## config.mk

```make
export PLATFORM = sky130hd
export DESIGN_NAME = pid_terms
export DESIGN_NICKNAME = d
export VERILOG_FILES = /design/src/rtl/pid_terms.sv
export SDC_FILE = /design/constraint.sdc
export NUM_CORES = 1
export LEC_CHECK = 0
export BUFFER_PORTS_ARGS = -buffer_cell sky130_fd_sc_hd__buf_4
export CAP_MARGIN = 20
export CORE_MARGIN = 8
export CORE_UTILIZATION = 55
export DETAILED_ROUTE_END_ITERATION = 10
export GPL_TIMING_DRIVEN = 1
export PLACE_DENSITY = 0.77
export SYNTH_ARGS = -nofsm -noshare
export SYNTH_HDL_FRONTEND = slang
export SYNTH_SLANG_ARGS = --single-unit
```

## constraint.sdc

```tcl
create_clock -name clk -period 16 [get_ports clk]
set_input_delay 3.2 -clock clk [delete_from_list [all_inputs] [get_ports clk]]
set_output_delay 3.2 -clock clk [all_outputs]
set_load 0.005 [all_outputs]
```

## src/rtl/pid_terms.sv

```systemverilog
// pid_terms: front end of the PID loop. Each accepted ADC sample yields signed P, I and D
// error terms, then one pid_sum computation is launched over the sum_en/sum_rdy handshake.
// Terms stay frozen until pid_sum reports done, so its late-state sign reads remain valid.
// Optional feature: define PID_ANTIWINDUP_EN to clamp the integral to +/-INT_LIMIT.
module pid_terms #(
  parameter int unsigned ADC_WIDTH = 13,
  parameter int unsigned INT_LIMIT = 1 << 20
) (
  input  logic                            clk,
  input  logic                            n_rst,
  input  logic                            adc_valid,
  input  logic        [ADC_WIDTH-1:0]     adc_data,
  input  logic        [ADC_WIDTH-1:0]     setpoint,
  input  logic                            int_clr,
  input  logic                            sum_rdy,
  output logic                            sum_en,
  output logic signed [ADC_WIDTH-1:0]     proportional,
  output logic signed [ADC_WIDTH-1:0]     derivative,
  output logic signed [2*ADC_WIDTH-1:0]   integral,
  output logic                            busy,
  output logic                            sample_drop,
  output logic        [7:0]               drop_cnt
);

  localparam int unsigned W  = ADC_WIDTH;
  localparam int unsigned IW = 2 * ADC_WIDTH;

  // The clamp magnitude has to be representable as a positive 2W-bit signed value.
  if ((64'(INT_LIMIT) >> (IW - 1)) != 64'd0) begin : g_limit_check
    $error("INT_LIMIT must be below 2^(2*ADC_WIDTH-1)");
  end

  typedef enum logic [2:0] {
    StIdle,
    StCalc,
    StLaunch,
    StWaitLo,
    StWaitHi
  } state_e;

  state_e                 state_q, state_d;
  logic        [W-1:0]    adc_q, adc_d;
  logic signed [W-1:0]    p_q, p_d;
  logic signed [W-1:0]    d_q, d_d;
  logic signed [W-1:0]    prev_q, prev_d;
  logic signed [IW-1:0]   i_q, i_d;
  logic                   first_q, first_d;
  logic                   clr_pend_q, clr_pend_d;
  logic                   drop_q, drop_d;
  logic        [7:0]      drop_cnt_q, drop_cnt_d;

  logic signed [W:0]      err_raw;
  logic signed [W-1:0]    err_sat;
  logic signed [W:0]      diff_raw;
  logic signed [W-1:0]    diff_sat;
  logic signed [IW:0]     isum_raw;
  logic signed [IW-1:0]   i_sat;
  logic signed [IW-1:0]   i_next;

  // Saturate a W+1-bit signed value into W bits; overflow shows as disagreeing top bits.
  function automatic logic signed [W-1:0] sat_w(input logic signed [W:0] v);
    if (v[W] != v[W-1]) begin
      sat_w = v[W] ? {1'b1, {(W-1){1'b0}}} : {1'b0, {(W-1){1'b1}}};
    end else begin
      sat_w = v[W-1:0];
    end
  endfunction

  // Saturate an IW+1-bit signed value into IW bits.
  function automatic logic signed [IW-1:0] sat_iw(input logic signed [IW:0] v);
    if (v[IW] != v[IW-1]) begin
      sat_iw = v[IW] ? {1'b1, {(IW-1){1'b0}}} : {1'b0, {(IW-1){1'b1}}};
    end else begin
      sat_iw = v[IW-1:0];
    end
  endfunction

  // Error, derivative and integral arithmetic used by the CALC state.
  always_comb begin
    err_raw  = $signed({1'b0, setpoint}) - $signed({1'b0, adc_q});
    err_sat  = sat_w(err_raw);
    diff_raw = $signed({err_sat[W-1], err_sat}) - $signed({prev_q[W-1], prev_q});
    diff_sat = sat_w(diff_raw);
    isum_raw = $signed({i_q[IW-1], i_q}) + $signed({{(IW + 1 - W){err_sat[W-1]}}, err_sat});
    i_sat    = sat_iw(isum_raw);
  end

`ifdef PID_ANTIWINDUP_EN
  localparam logic signed [IW-1:0] IntLim = IW'(INT_LIMIT);

  // Anti-windup: hold the accumulated error inside +/-INT_LIMIT.
  always_comb begin
    if (i_sat > IntLim) begin
      i_next = IntLim;
    end else if (i_sat < -IntLim) begin
      i_next = -IntLim;
    end else begin
      i_next = i_sat;
    end
  end
`else
  assign i_next = i_sat;
`endif

  // FSM next state and the single-cycle launch strobe.
  always_comb begin
    state_d = state_q;
    sum_en  = 1'b0;
    case (state_q)
      StIdle:   if (adc_valid) state_d = StCalc;
      StCalc:   state_d = StLaunch;
      StLaunch: begin
        if (sum_rdy) begin
          sum_en  = 1'b1;
          state_d = StWaitLo;
        end
      end
      // pid_sum drops sum_rdy one cycle after the launch; wait for that before waiting for done.
      StWaitLo: if (!sum_rdy) state_d = StWaitHi;
      StWaitHi: if (sum_rdy) state_d = StIdle;
      default:  state_d = StIdle;
    endcase
  end

  // Datapath next state: clears only land in IDLE, terms only change in CALC.
  always_comb begin
    adc_d      = adc_q;
    p_d        = p_q;
    d_d        = d_q;
    i_d        = i_q;
    prev_d     = prev_q;
    first_d    = first_q;
    clr_pend_d = clr_pend_q | int_clr;
    case (state_q)
      StIdle: begin
        // A clear seen in this cycle is applied now, ahead of any sample arriving with it.
        if (clr_pend_q || int_clr) begin
          i_d        = '0;
          prev_d     = '0;
          first_d    = 1'b1;
          clr_pend_d = 1'b0;
        end
        if (adc_valid) adc_d = adc_data;
      end
      StCalc: begin
        p_d     = err_sat;
        d_d     = first_q ? '0 : diff_sat;
        i_d     = i_next;
        prev_d  = err_sat;
        first_d = 1'b0;
      end
      default: ;
    endcase
  end

  // Dropped-sample pulse and saturating counter.
  always_comb begin
    drop_d     = adc_valid && (state_q != StIdle);
    drop_cnt_d = (drop_d && (drop_cnt_q != 8'hFF)) ? drop_cnt_q + 8'd1 : drop_cnt_q;
  end

  // State registers; reset also aborts any in-flight handshake.
  always_ff @(posedge clk or negedge n_rst) begin
    if (!n_rst) begin
      state_q    <= StIdle;
      adc_q      <= '0;
      p_q        <= '0;
      d_q        <= '0;
      i_q        <= '0;
      prev_q     <= '0;
      first_q    <= 1'b1;
      clr_pend_q <= 1'b0;
      drop_q     <= 1'b0;
      drop_cnt_q <= '0;
    end else begin
      state_q    <= state_d;
      adc_q      <= adc_d;
      p_q        <= p_d;
      d_q        <= d_d;
      i_q        <= i_d;
      prev_q     <= prev_d;
      first_q    <= first_d;
      clr_pend_q <= clr_pend_d;
      drop_q     <= drop_d;
      drop_cnt_q <= drop_cnt_d;
    end
  end

  assign proportional = p_q;
  assign derivative   = d_q;
  assign integral     = i_q;
  assign busy         = (state_q != StIdle);
  assign sample_drop  = drop_q;
  assign drop_cnt     = drop_cnt_q;

endmodule

```

==> flow_summary.toml, run 1 <==
[synth]
synthesis.nets = 834
synthFlopType = "dfrtp_1"
seq_area_frac_synth_pct = 34.6
synth-edff-count = 0
synth_seq_cells = 92
synth.avg_cell_area_um2 = 8.92
synth_area_um2 = 6650
synth_warnings = 0
ys_async_sr_fraction_pct = 100
syn_inst = 745
ys_types = 74

[placement]
postPlaceCellArea_um2 = 7400
place_hpwl_mm = 12.8
io_buffer_count = 93
gp_congestion = 0.959

[worst_setup_path]
cp_slowest_cell = "o311ai_4"
worstPathArrival_ns = 8.46
cp_slowest_stage_delay_ns = 0.51
crit_chain = "buf_4 > inv_1 > ha_1 > fa_1 > nand2b_1 > a21oi_1 > o311ai_1 > a31oi_1 > o21ai_0 > a211o_1 > nor2_1 > inv_1 > fa_1 > nand3_1 > a21oi_1 > o21ai_0 > o211ai_2 > a21oi_2 > a21oi_2 > o311ai_4 > buf_8 > a22oi_1"
reg2reg_to = "integral[10]$_DFFE_PN0P_"
crit_fanout = 16
reg2reg_depth = 20
crit_path_start_kind = "primary input"
r2r_start = "adc_q[0]$_DFFE_PN0P_"
worstPathRequired_ns = 16.23
regToRegSetupSlack_ns = 10.34
cp-end-kind = "flip-flop"
setup.worst_path.class = "in2reg"

[cts]
insertion_delay_ns = 0.35
cts_made_buffers = 9
post-cts-setup-buffer-count = 0
clockBufferDepth = 2
cts_sinks = 92
cts_hold_buf = 0
cts_htree_levels = 3
clk_pin_slew_ns = 0.06
cts-root-buf = "clkbuf_16"
cts_tree = "built"
cts_resized = 0

[final_layout]
synthToLayoutAreaGrowth_pct = 16.7
finalNetCount = 916
fin_area_um2 = 7760
fill_cells = 998
drive_gt1_share_pct = 17.1
n_antenna_cell = 0

[sta]
hold_violations = 0
setup_viol = 0
max_freq_mhz = 121
slew-limit-headroom_pct = 50.5
skew_ns = 0.00622
min_period_over_period_pct = 51.4
rsz0062_at_grt = "no"
whs_ns = 0.479
worst_pin_slew_ns = 0.742
setup_tns_ns = 0
drv_slew = 0
fin_crit_ns = 8.23

[drt]
first_iter_violations = 346
drcViolationCount = 0
drt.antenna.violating_nets = 0
drt-pass1-iter-count = 4
vias_per_cell = 5.96
routedWlPerCell_um = 17.2
vias = 5831
wl_mm = 16.9

[outcome]
status = "completed"

[global_routing]
overflow = 0
track_usage_pct = 21.5
grt_pass1_vias = 5858
grt_start_max_net_pins = 55
antenna_found_initial = 0
grt_first_pass_wirelength_mm = 28.3

[hold_path]
worstHoldPathType = "reg2reg"
hold_depth = 2
hp-start = "prev_q[10]$_DFFE_PN0P_"
min_to = "prev_q[10]$_DFFE_PN0P_"

[floorplanning]
start_util_pct = 55.8
fp.coreArea_um2 = 11900
die_w_um = 126
dieArea_um2 = 15900
num_rows = 40
pin_count = 94
die_h_um = 126

[flow_run]
drv_cap = 0
[registers in the layout (all words and copies together) (netlist names)]
signal / cells
derivative: 13
prev_q: 13
state_q: 3
integral: 26
sample_drop: 1
drop_cnt: 8
first_q: 1
proportional: 13
adc_q: 13
clr_pend_q: 1
[cells by family (layout without fill, tap and decap cells)]
family | count (synthesis) | in the layout | synth area share [%]
AOI/OAI and AO/OA | 239 | 239 | 25.0
and+or+nand+nor | 225 | 225 | 16.5
DFF | 92 | 92 | 34.6
buffers and inverters | 79 | 166 | 5.23
adders and majority gates | 61 | 61 | 11.7
xor gates and xnor gates | 39 | 39 | 5.25
muxes | 10 | 10 | 1.69
[layout make-up]
type	count	area (um^2)	area share, %
Clock inverter	5	42.5	0.548
Multi-Input combinational cell	574	4010	51.6
Clock buffer	11	253	3.26
Sequential cell	92	2300	29.7
Timing Repair Buffer	99	778	10.0
Inverter	51	191	2.47
Tap cell	147	184	2.37
[layer usage]
metal | wire [um] | global-route usage, %
met1 | 7480 | 26.1
met2 | 8190 | 36.2
met4 | 467 | 8.49
met3 | 726 | 5.02
met5 | 0 | 0
[placed cells by master (no fill, tap or decap), drive strengths merged, types with 6 or more instances in the layout]
master,Yosys,final
xor2,13,13
clkbuf,17,11
a21o,22,22
a31oi,8,8
nand3,17,17
inv,51,54
nand2,84,84
o211ai,6,6
nand3b,6,6
xnor2,26,26
and3,8,8
nor3,10,10
o21ai,59,59
nand2b,9,9
and4,6,6
ha,55,55
dfrtp,91,91
nor2,42,42
buf,11,99
a21oi,58,58
mux2,7,7
nor2b,8,8
nand4,9,9
or3,6,6
o21a,9,9
a22oi,24,24
a221o,9,9
and2,9,9
a22o,8,8
[worst max-delay path: cells and delay by family]
| kind | cells | cell delay, ns |
|---|---|---|
| compound gates | 12 | 2.90 |
| fa+ha+maj | 3 | 1.06 |
| buf+inv | 4 | 0.56 |
| simple gates | 3 | 0.71 |
[worst max path at each step]
stage	start	to	slack (ns)	cells past startpoint
after floorplan	setpoint[1]	integral[20]$_DFFE_PN0P_	8.16	19
after global placement	setpoint[0]	integral[21]$_DFFE_PN0P_	7.34	22
after detailed placement	setpoint[0]	integral[12]$_DFFE_PN0P_	7.11	22
after CTS	setpoint[0]	integral[12]$_DFFE_PN0P_	7.47	22
after global routing	setpoint[0]	integral[10]$_DFFE_PN0P_	7.37	23
final	setpoint[0]	integral[10]$_DFFE_PN0P_	7.77	22
[synthesized netlist by cell type (5+ instances only)]
cell / n / area share [%]
a31oi_1: 8 / 0.75
xnor2_1: 26 / 3.4
a21oi_1: 56 / 4.2
nand2b_1: 9 / 0.85
nand3_1: 16 / 1.2
and2_1: 7 / 0.66
and3_1: 8 / 0.75
nand3b_1: 6 / 0.68
a221o_1: 9 / 1.4
nor2b_1: 8 / 0.75
ha_1: 55 / 10
o21a_1: 9 / 1.0
xor2_1: 12 / 1.6
inv_1: 51 / 2.9
a21o_1: 22 / 2.5
and4_1: 6 / 0.79
dfrtp_1: 91 / 34
nand4_1: 9 / 0.85
mux2_2: 6 / 1.0
a22oi_1: 21 / 2.4
nor3_1: 10 / 0.75
o211ai_1: 5 / 0.56
o21ai_0: 59 / 4.4
buf_6: 5 / 0.85
or3_1: 6 / 0.56
nand2_1: 84 / 4.7
nor2_1: 42 / 2.4
clkbuf_1: 16 / 0.90
a22o_1: 8 / 1.1
[stage by stage]
step           cells  utilization (%)  setup WS, ns
3_5_place_dp     960             62.2          7.11
4_1_cts          976             64.6          7.47
3_3_place_gp     960             62.2          7.34
5_1_grt          979             65.1          7.37
2_1_floorplan    745                -          8.16
6_report         979             65.1          7.77
Power of run 1 is left out: the tool's default activity adds up to more than one toggle a clock period on the data nets, which glitch-free logic cannot reach.
==> run 2: changes to the inputs <==
--- a/config.mk
+++ b/config.mk
@@ -5,10 +5,11 @@
 export SDC_FILE = /design/constraint.sdc
 export NUM_CORES = 1
 export LEC_CHECK = 0
+export ABC_AREA = 1
 export BUFFER_PORTS_ARGS = -buffer_cell sky130_fd_sc_hd__buf_4
 export CAP_MARGIN = 20
 export CORE_MARGIN = 8
-export CORE_UTILIZATION = 55
+export CORE_UTILIZATION = 53
 export DETAILED_ROUTE_END_ITERATION = 10
 export GPL_TIMING_DRIVEN = 1
 export PLACE_DENSITY = 0.77
==> constraint.sdc (replaced) <==
create_clock -name clk -period 7.4 [get_ports clk]
set_input_delay 1.48 -clock clk [delete_from_list [all_inputs] [get_ports clk]]
set_output_delay 1.48 -clock clk [all_outputs]
set_load 0.005 [all_outputs]
==> flow_summary.toml, run 2 <==
[outcome]
status = "completed"

[global_routing]
grt_first_pass_wirelength_mm = 31.9
grt_start_max_net_pins = 50
grt_pass1_vias = 6591
track_usage_pct = 22.0
overflow = 0
antenna_found_initial = 0

[floorplanning]
num_rows = 42
start_util_pct = 53.9
pin_count = 94
die_w_um = 132
fp.coreArea_um2 = 13100
die_h_um = 132
dieArea_um2 = 17300

[synth]
synth_area_leaders = "dfrtp_1 32%, nand2_1 19%, ha_1 9.7%, inv_1 6.1%, nand3_1 5.6%"
synth_warnings = 0
synthesis.nets = 1107
synth.most_common_cell = "nand2_1"
synth_top_area_cell = "dfrtp_1"
synth-edff-count = 0
seq_area_frac_synth_pct = 32.5
synth_seq_cells = 92
syn_inst = 1018
synth.avg_cell_area_um2 = 6.96
synth_top_cells_by_count = "359 x nand2_1, 116 x inv_1, 91 x dfrtp_1, 79 x nand3_1, 79 x nor2_1"
synth_top_area_share_pct = 32.2
ys_types = 42
synthFlopType = "dfrtp_1"
synth_area_um2 = 7080
ys_async_sr_fraction_pct = 100

[final_layout]
seq_area_um2 = 2300
multi_input_comb_area_um2 = 4190
n_antenna_cell = 0
fill_cells = 1278
fin_area_um2 = 8200
final_common_cell = "nand2_1"
largest_reg_flops = 26
final_cell_mix = "359 x nand2_1, 116 x inv_1, 97 x buf_4, 91 x dfrtp_1"
synthToLayoutAreaGrowth_pct = 15.7
drive_gt1_share_pct = 13.4
finalNetCount = 1193

[sta]
skew_ns = 0.0140
slew-limit-headroom_pct = 32.5
fin_crit_ns = 5.54
rsz0062_at_grt = "no"
max_freq_mhz = 181
worst_slack_ns = 1.86
hold_violations = 0
whs_ns = 0.478
worst_pin_slew_ns = 1.01
drv_slew = 0
setup_tns_ns = 0
min_period_over_period_pct = 74.9
setup_viol = 0

[drt]
first_iter_violations = 454
drcViolationCount = 0
vias = 6803
drt.antenna.violating_nets = 0
routedWlPerCell_um = 14.7
vias_per_cell = 5.29
drt-pass1-iter-count = 7
wl_mm = 18.9

[worst_setup_path]
worstPathArrival_ns = 5.83
crit_chain = "buf_4 > ha_1 > a21oi_1 > a21boi_2 > nor2_1 > nor2_1 > buf_4 > nand3_2 > inv_2 > o21ai_0 > ha_1 > nand2_1 > nand2_1 > nand2_1 > nand2_1 > nand2_1 > nand3_2 > nand2_2 > nand3_1 > nand2_1 > nand2_2 > a21oi_4 > nand2_1 > nand2_1"
reg2reg_depth = 24
crit_path_start = "setpoint[4]"
worstPathRequired_ns = 7.69
cp_slowest_stage_delay_ns = 0.60
cp-end-kind = "flip-flop"
crit_top_cell = "nand2_1"
regToRegSetupSlack_ns = 2.72
r2r_start = "adc_q[4]$_DFFE_PN0P_"
setup.worst_path.class = "in2reg"
crit_fanout = 25
crit_path_start_kind = "primary input"
cp_slowest_cell = "a21oi_4"
reg2reg_to = "integral[4]$_DFFE_PN0P_"

[hold_path]
hp-start = "derivative[9]$_DFFE_PN0P_"
worstHoldPathType = "reg2reg"
min_to = "derivative[9]$_DFFE_PN0P_"
hold_depth = 2

[cts]
cts_resized = 0
cts_htree_levels = 3
cts_tree = "built"
cts_made_buffers = 9
cts-root-buf = "clkbuf_16"
post-cts-setup-buffer-count = 0
clk_pin_slew_ns = 0.06
cts_hold_buf = 0
cts_sinks = 92
insertion_delay_ns = 0.36
clockBufferDepth = 2

[placement]
postPlaceCellArea_um2 = 7890
io_buffer_count = 93
post-place-ws_ns = 1.58
place_hpwl_mm = 14.8
gp_congestion = 0.980

[flow_run]
drv_cap = 0
[run 2: cell count changes after synthesis, moves of 12 or more]
cell	change
nand2_2	+12
a21o_1	-20
inv_1	+65
nor2_1	+37
a22oi_1	-21
o21ai_0	-32
nand3_1	+63
nand2_1	+275
[run 2: routing by layer]
layer / part of all wire (%) / track usage, % / vias up
met5: 0 / 0 / -
met4: 1.8 / 6.96 / 0
met3: 9.0 / 6.75 / 27
met2: 43 / 33.8 / 249
met1: 46 / 29.1 / 3088
li1: - / - / 3439
[run 2: how the worst max path moves through the flow]
stage                                           to  cells past startpoint  slack, ns
after floorplan           integral[19]$_DFFE_PN0P_                     21       2.29
after global placement     integral[1]$_DFFE_PN0P_                     24       1.61
after detailed placement   integral[4]$_DFFE_PN0P_                     24       1.58
after CTS                  integral[4]$_DFFE_PN0P_                     24       1.94
after global routing       integral[5]$_DFFE_PN0P_                     24       1.36
final                      integral[4]$_DFFE_PN0P_                     24       1.86
[run 2: metrics by stage]
stage | util, % | cells
6_report | 62.4 | 1285
5_1_grt | 62.4 | 1285
4_1_cts | 62.4 | 1285
3_5_place_dp | 60.0 | 1269
3_3_place_gp | 60.0 | 1269
2_1_floorplan | - | 1018
[run 2: layout make-up]
cell class / instances / area share [%]
clock buffers: 13 / 3.18
well taps: 176 / 2.69
multi-input cells: 786 / 51.2
repair buffers: 97 / 8.89
flip-flops and latches: 92 / 28.1
inverters: 118 / 5.40
clock inverters: 3 / 0.565
[run 2: worst max-delay path, delay by kind of cell]
family,cells,cell delay [ns]
simple gates,15,1.54
compound gates,4,1.37
fa+ha+maj,2,0.80
buf+inv,3,0.63
[run 2: kinds of logic after synthesis]
| kind of cell | Yosys count | synth area share (%) |
|---|---|---|
| XOR/XNOR | 42 | 5.19 |
| adder cells (fa/ha/maj) | 58 | 10.6 |
| AO/OA/AOI/OAI | 116 | 9.52 |
| multiplexers | 2 | 0.318 |
| buffers and inverters | 140 | 8.25 |
| AND/OR/NAND/NOR | 568 | 33.6 |
| flip-flops | 92 | 32.5 |
Power of run 2 is left out for the same reason.
==> run 3: changes to the inputs <==
--- a/config.mk
+++ b/config.mk
@@ -5,11 +5,11 @@
 export SDC_FILE = /design/constraint.sdc
 export NUM_CORES = 1
 export LEC_CHECK = 0
-export ABC_AREA = 1
+export ABC_AREA = 0
 export BUFFER_PORTS_ARGS = -buffer_cell sky130_fd_sc_hd__buf_4
 export CAP_MARGIN = 20
 export CORE_MARGIN = 8
-export CORE_UTILIZATION = 53
+export CORE_UTILIZATION = 55
 export DETAILED_ROUTE_END_ITERATION = 10
 export GPL_TIMING_DRIVEN = 1
 export PLACE_DENSITY = 0.77
==> constraint.sdc (replaced) <==
create_clock -name clk -period 5.7 [get_ports clk]
set_input_delay 1.14 -clock clk [delete_from_list [all_inputs] [get_ports clk]]
set_output_delay 1.14 -clock clk [all_outputs]
set_load 0.005 [all_outputs]
==> flow_summary.toml, run 3 (synthesis results as in run 1) <==
[sta]
min_period_over_period_pct = 96.1
setup_tns_ns = 0
skew_ns = 0.0105
fin_crit_ns = 5.48
rsz0062_at_grt = "no"
max_freq_mhz = 183
whs_ns = 0.483
drv_slew = 0
setup_viol = 0
hold_violations = 0
worst_pin_slew_ns = 0.725
slew-limit-headroom_pct = 51.7

[placement]
postPlaceCellArea_um2 = 7800
gp_congestion = 0.923
place_hpwl_mm = 13.4
io_buffer_count = 93

[drt]
first_iter_violations = 346
wl_mm = 17.5
vias_per_cell = 5.95
routedWlPerCell_um = 17.1
vias = 6080
drt.antenna.violating_nets = 0
drcViolationCount = 0
drt-pass1-iter-count = 5

[worst_setup_path]
cp_slowest_stage_delay_ns = 0.43
crit_path_start_kind = "primary input"
path_delay_family = "compound AO/OA/AOI/OAI gates"
crit_path_start = "setpoint[1]"
cp_num_buf_inv = 4
reg2reg_depth = 20
worstPathArrival_ns = 5.70
crit_fanout = 18
cp-end-kind = "flip-flop"
r2r_start = "adc_q[1]$_DFFE_PN0P_"
reg2reg_to = "integral[8]$_DFFE_PN0P_"
regToRegSetupSlack_ns = 0.69
path_depth = 20
cp_slowest_cell = "ha_1"
setup.worst_path.class = "in2reg"
crit_chain = "buf_4 > ha_1 > nor2b_1 > o31a_1 > o32ai_2 > o21ai_0 > a211oi_2 > nor2_2 > a21oi_1 > inv_1 > ha_1 > nand3_1 > a21o_1 > a311o_1 > nand3_2 > a41oi_4 > buf_4 > o311ai_4 > buf_12 > a22oi_1"
worstPathRequired_ns = 5.93

[global_routing]
overflow = 0
grt_pass1_vias = 6079
track_usage_pct = 22.1
grt_start_max_net_pins = 56
antenna_found_initial = 0
grt_first_pass_wirelength_mm = 29.1

[hold_path]
worstHoldPathType = "reg2reg"
hold_depth = 2
hp-start = "proportional[1]$_DFFE_PN0P_"
min_to = "proportional[1]$_DFFE_PN0P_"

[final_layout]
largest_reg_flops = 26
synthToLayoutAreaGrowth_pct = 22.5
fin_area_um2 = 8140
finalNetCount = 959
final_common_cell = "buf_4"
n_antenna_cell = 0
drive_gt1_share_pct = 22.1
final_cell_mix = "138 x buf_4, 91 x dfrtp_1, 84 x nand2_1, 59 x o21ai_0, 55 x ha_1"

[flow_run]
drv_cap = 0

[floorplanning]
pin_count = 94
die_h_um = 126
fp.coreArea_um2 = 11900
dieArea_um2 = 15900
start_util_pct = 55.8
die_w_um = 126
num_rows = 40

[cts]
cts_tree = "built"
clk_pin_slew_ns = 0.07
insertion_delay_ns = 0.36
cts_made_buffers = 9
cts_htree_levels = 3
cts_hold_buf = 0
post-cts-setup-buffer-count = 0
cts_sinks = 92
cts-root-buf = "clkbuf_16"
clockBufferDepth = 2

[outcome]
status = "completed"
run 3: worst register-to-register path, stage by stage, from the launching register on:
cell and delay (ns):
dfrtp_1 0.40, inv_1 0.09, ha_1 0.22, nor2b_1 0.14, o31a_1 0.29, o32ai_2 0.37, o21ai_0 0.22, a211oi_2 0.40
nor2_2 0.17, a21oi_1 0.32, inv_1 0.15, ha_1 0.43, nand3_1 0.14, a21o_1 0.19, a311o_1 0.29, nand3_2 0.12
a41oi_4 0.13, buf_4 0.17, o311ai_4 0.33, buf_12 0.20, a22oi_1 0.11
run 3: timing repair:
item,in CTS,in global routing
endpoints found under the hold margin,0,0
endpoints found under the setup margin,0,37
resized for setup,0,7
run 3: how the worst max path moves through the flow:
stage	to	slack, ns
floorplan	derivative[9]$_DFFE_PN0P_	0.15
global placement	derivative[3]$_DFFE_PN0P_	-0.05
detailed placement	derivative[1]$_DFFE_PN0P_	-0.17
CTS	derivative[1]$_DFFE_PN0P_	0.19
global route	derivative[4]$_DFFE_PN0P_	0.03
finish	integral[8]$_DFFE_PN0P_	0.22
run 3: cell type report:
| type | count | area, um^2 |
|---|---|---|
| fillers | 950 | 3770 |
| inverters | 51 | 191 |
| repair buffers | 142 | 1120 |
| multi-input cells | 574 | 4030 |
| clock buffers | 9 | 225 |
| well taps | 147 | 184 |
| clock inverters | 7 | 88.8 |
| flip-flops and latches | 92 | 2300 |
run 3: routing by layer:
layer  share of wire, %  global-route usage (%)  vias to the layer above
li1                   -                       -                     2952
met3                5.4                    4.30                       33
met5                  0                       0                        -
met4                2.0                    7.71                        0
met2                 50                    37.9                      205
met1                 43                    27.1                     2890
run 3: through the flow:
step	setup slack (ns)	utilization, %	instances
floorplan	0.146	-	745
global placement	-0.0450	65.5	1006
detailed placement	-0.167	65.5	1006
CTS	0.188	68.2	1022
global route	0.0261	68.4	1022
finish	0.222	68.4	1022
Power of run 3 is left out for the same reason.
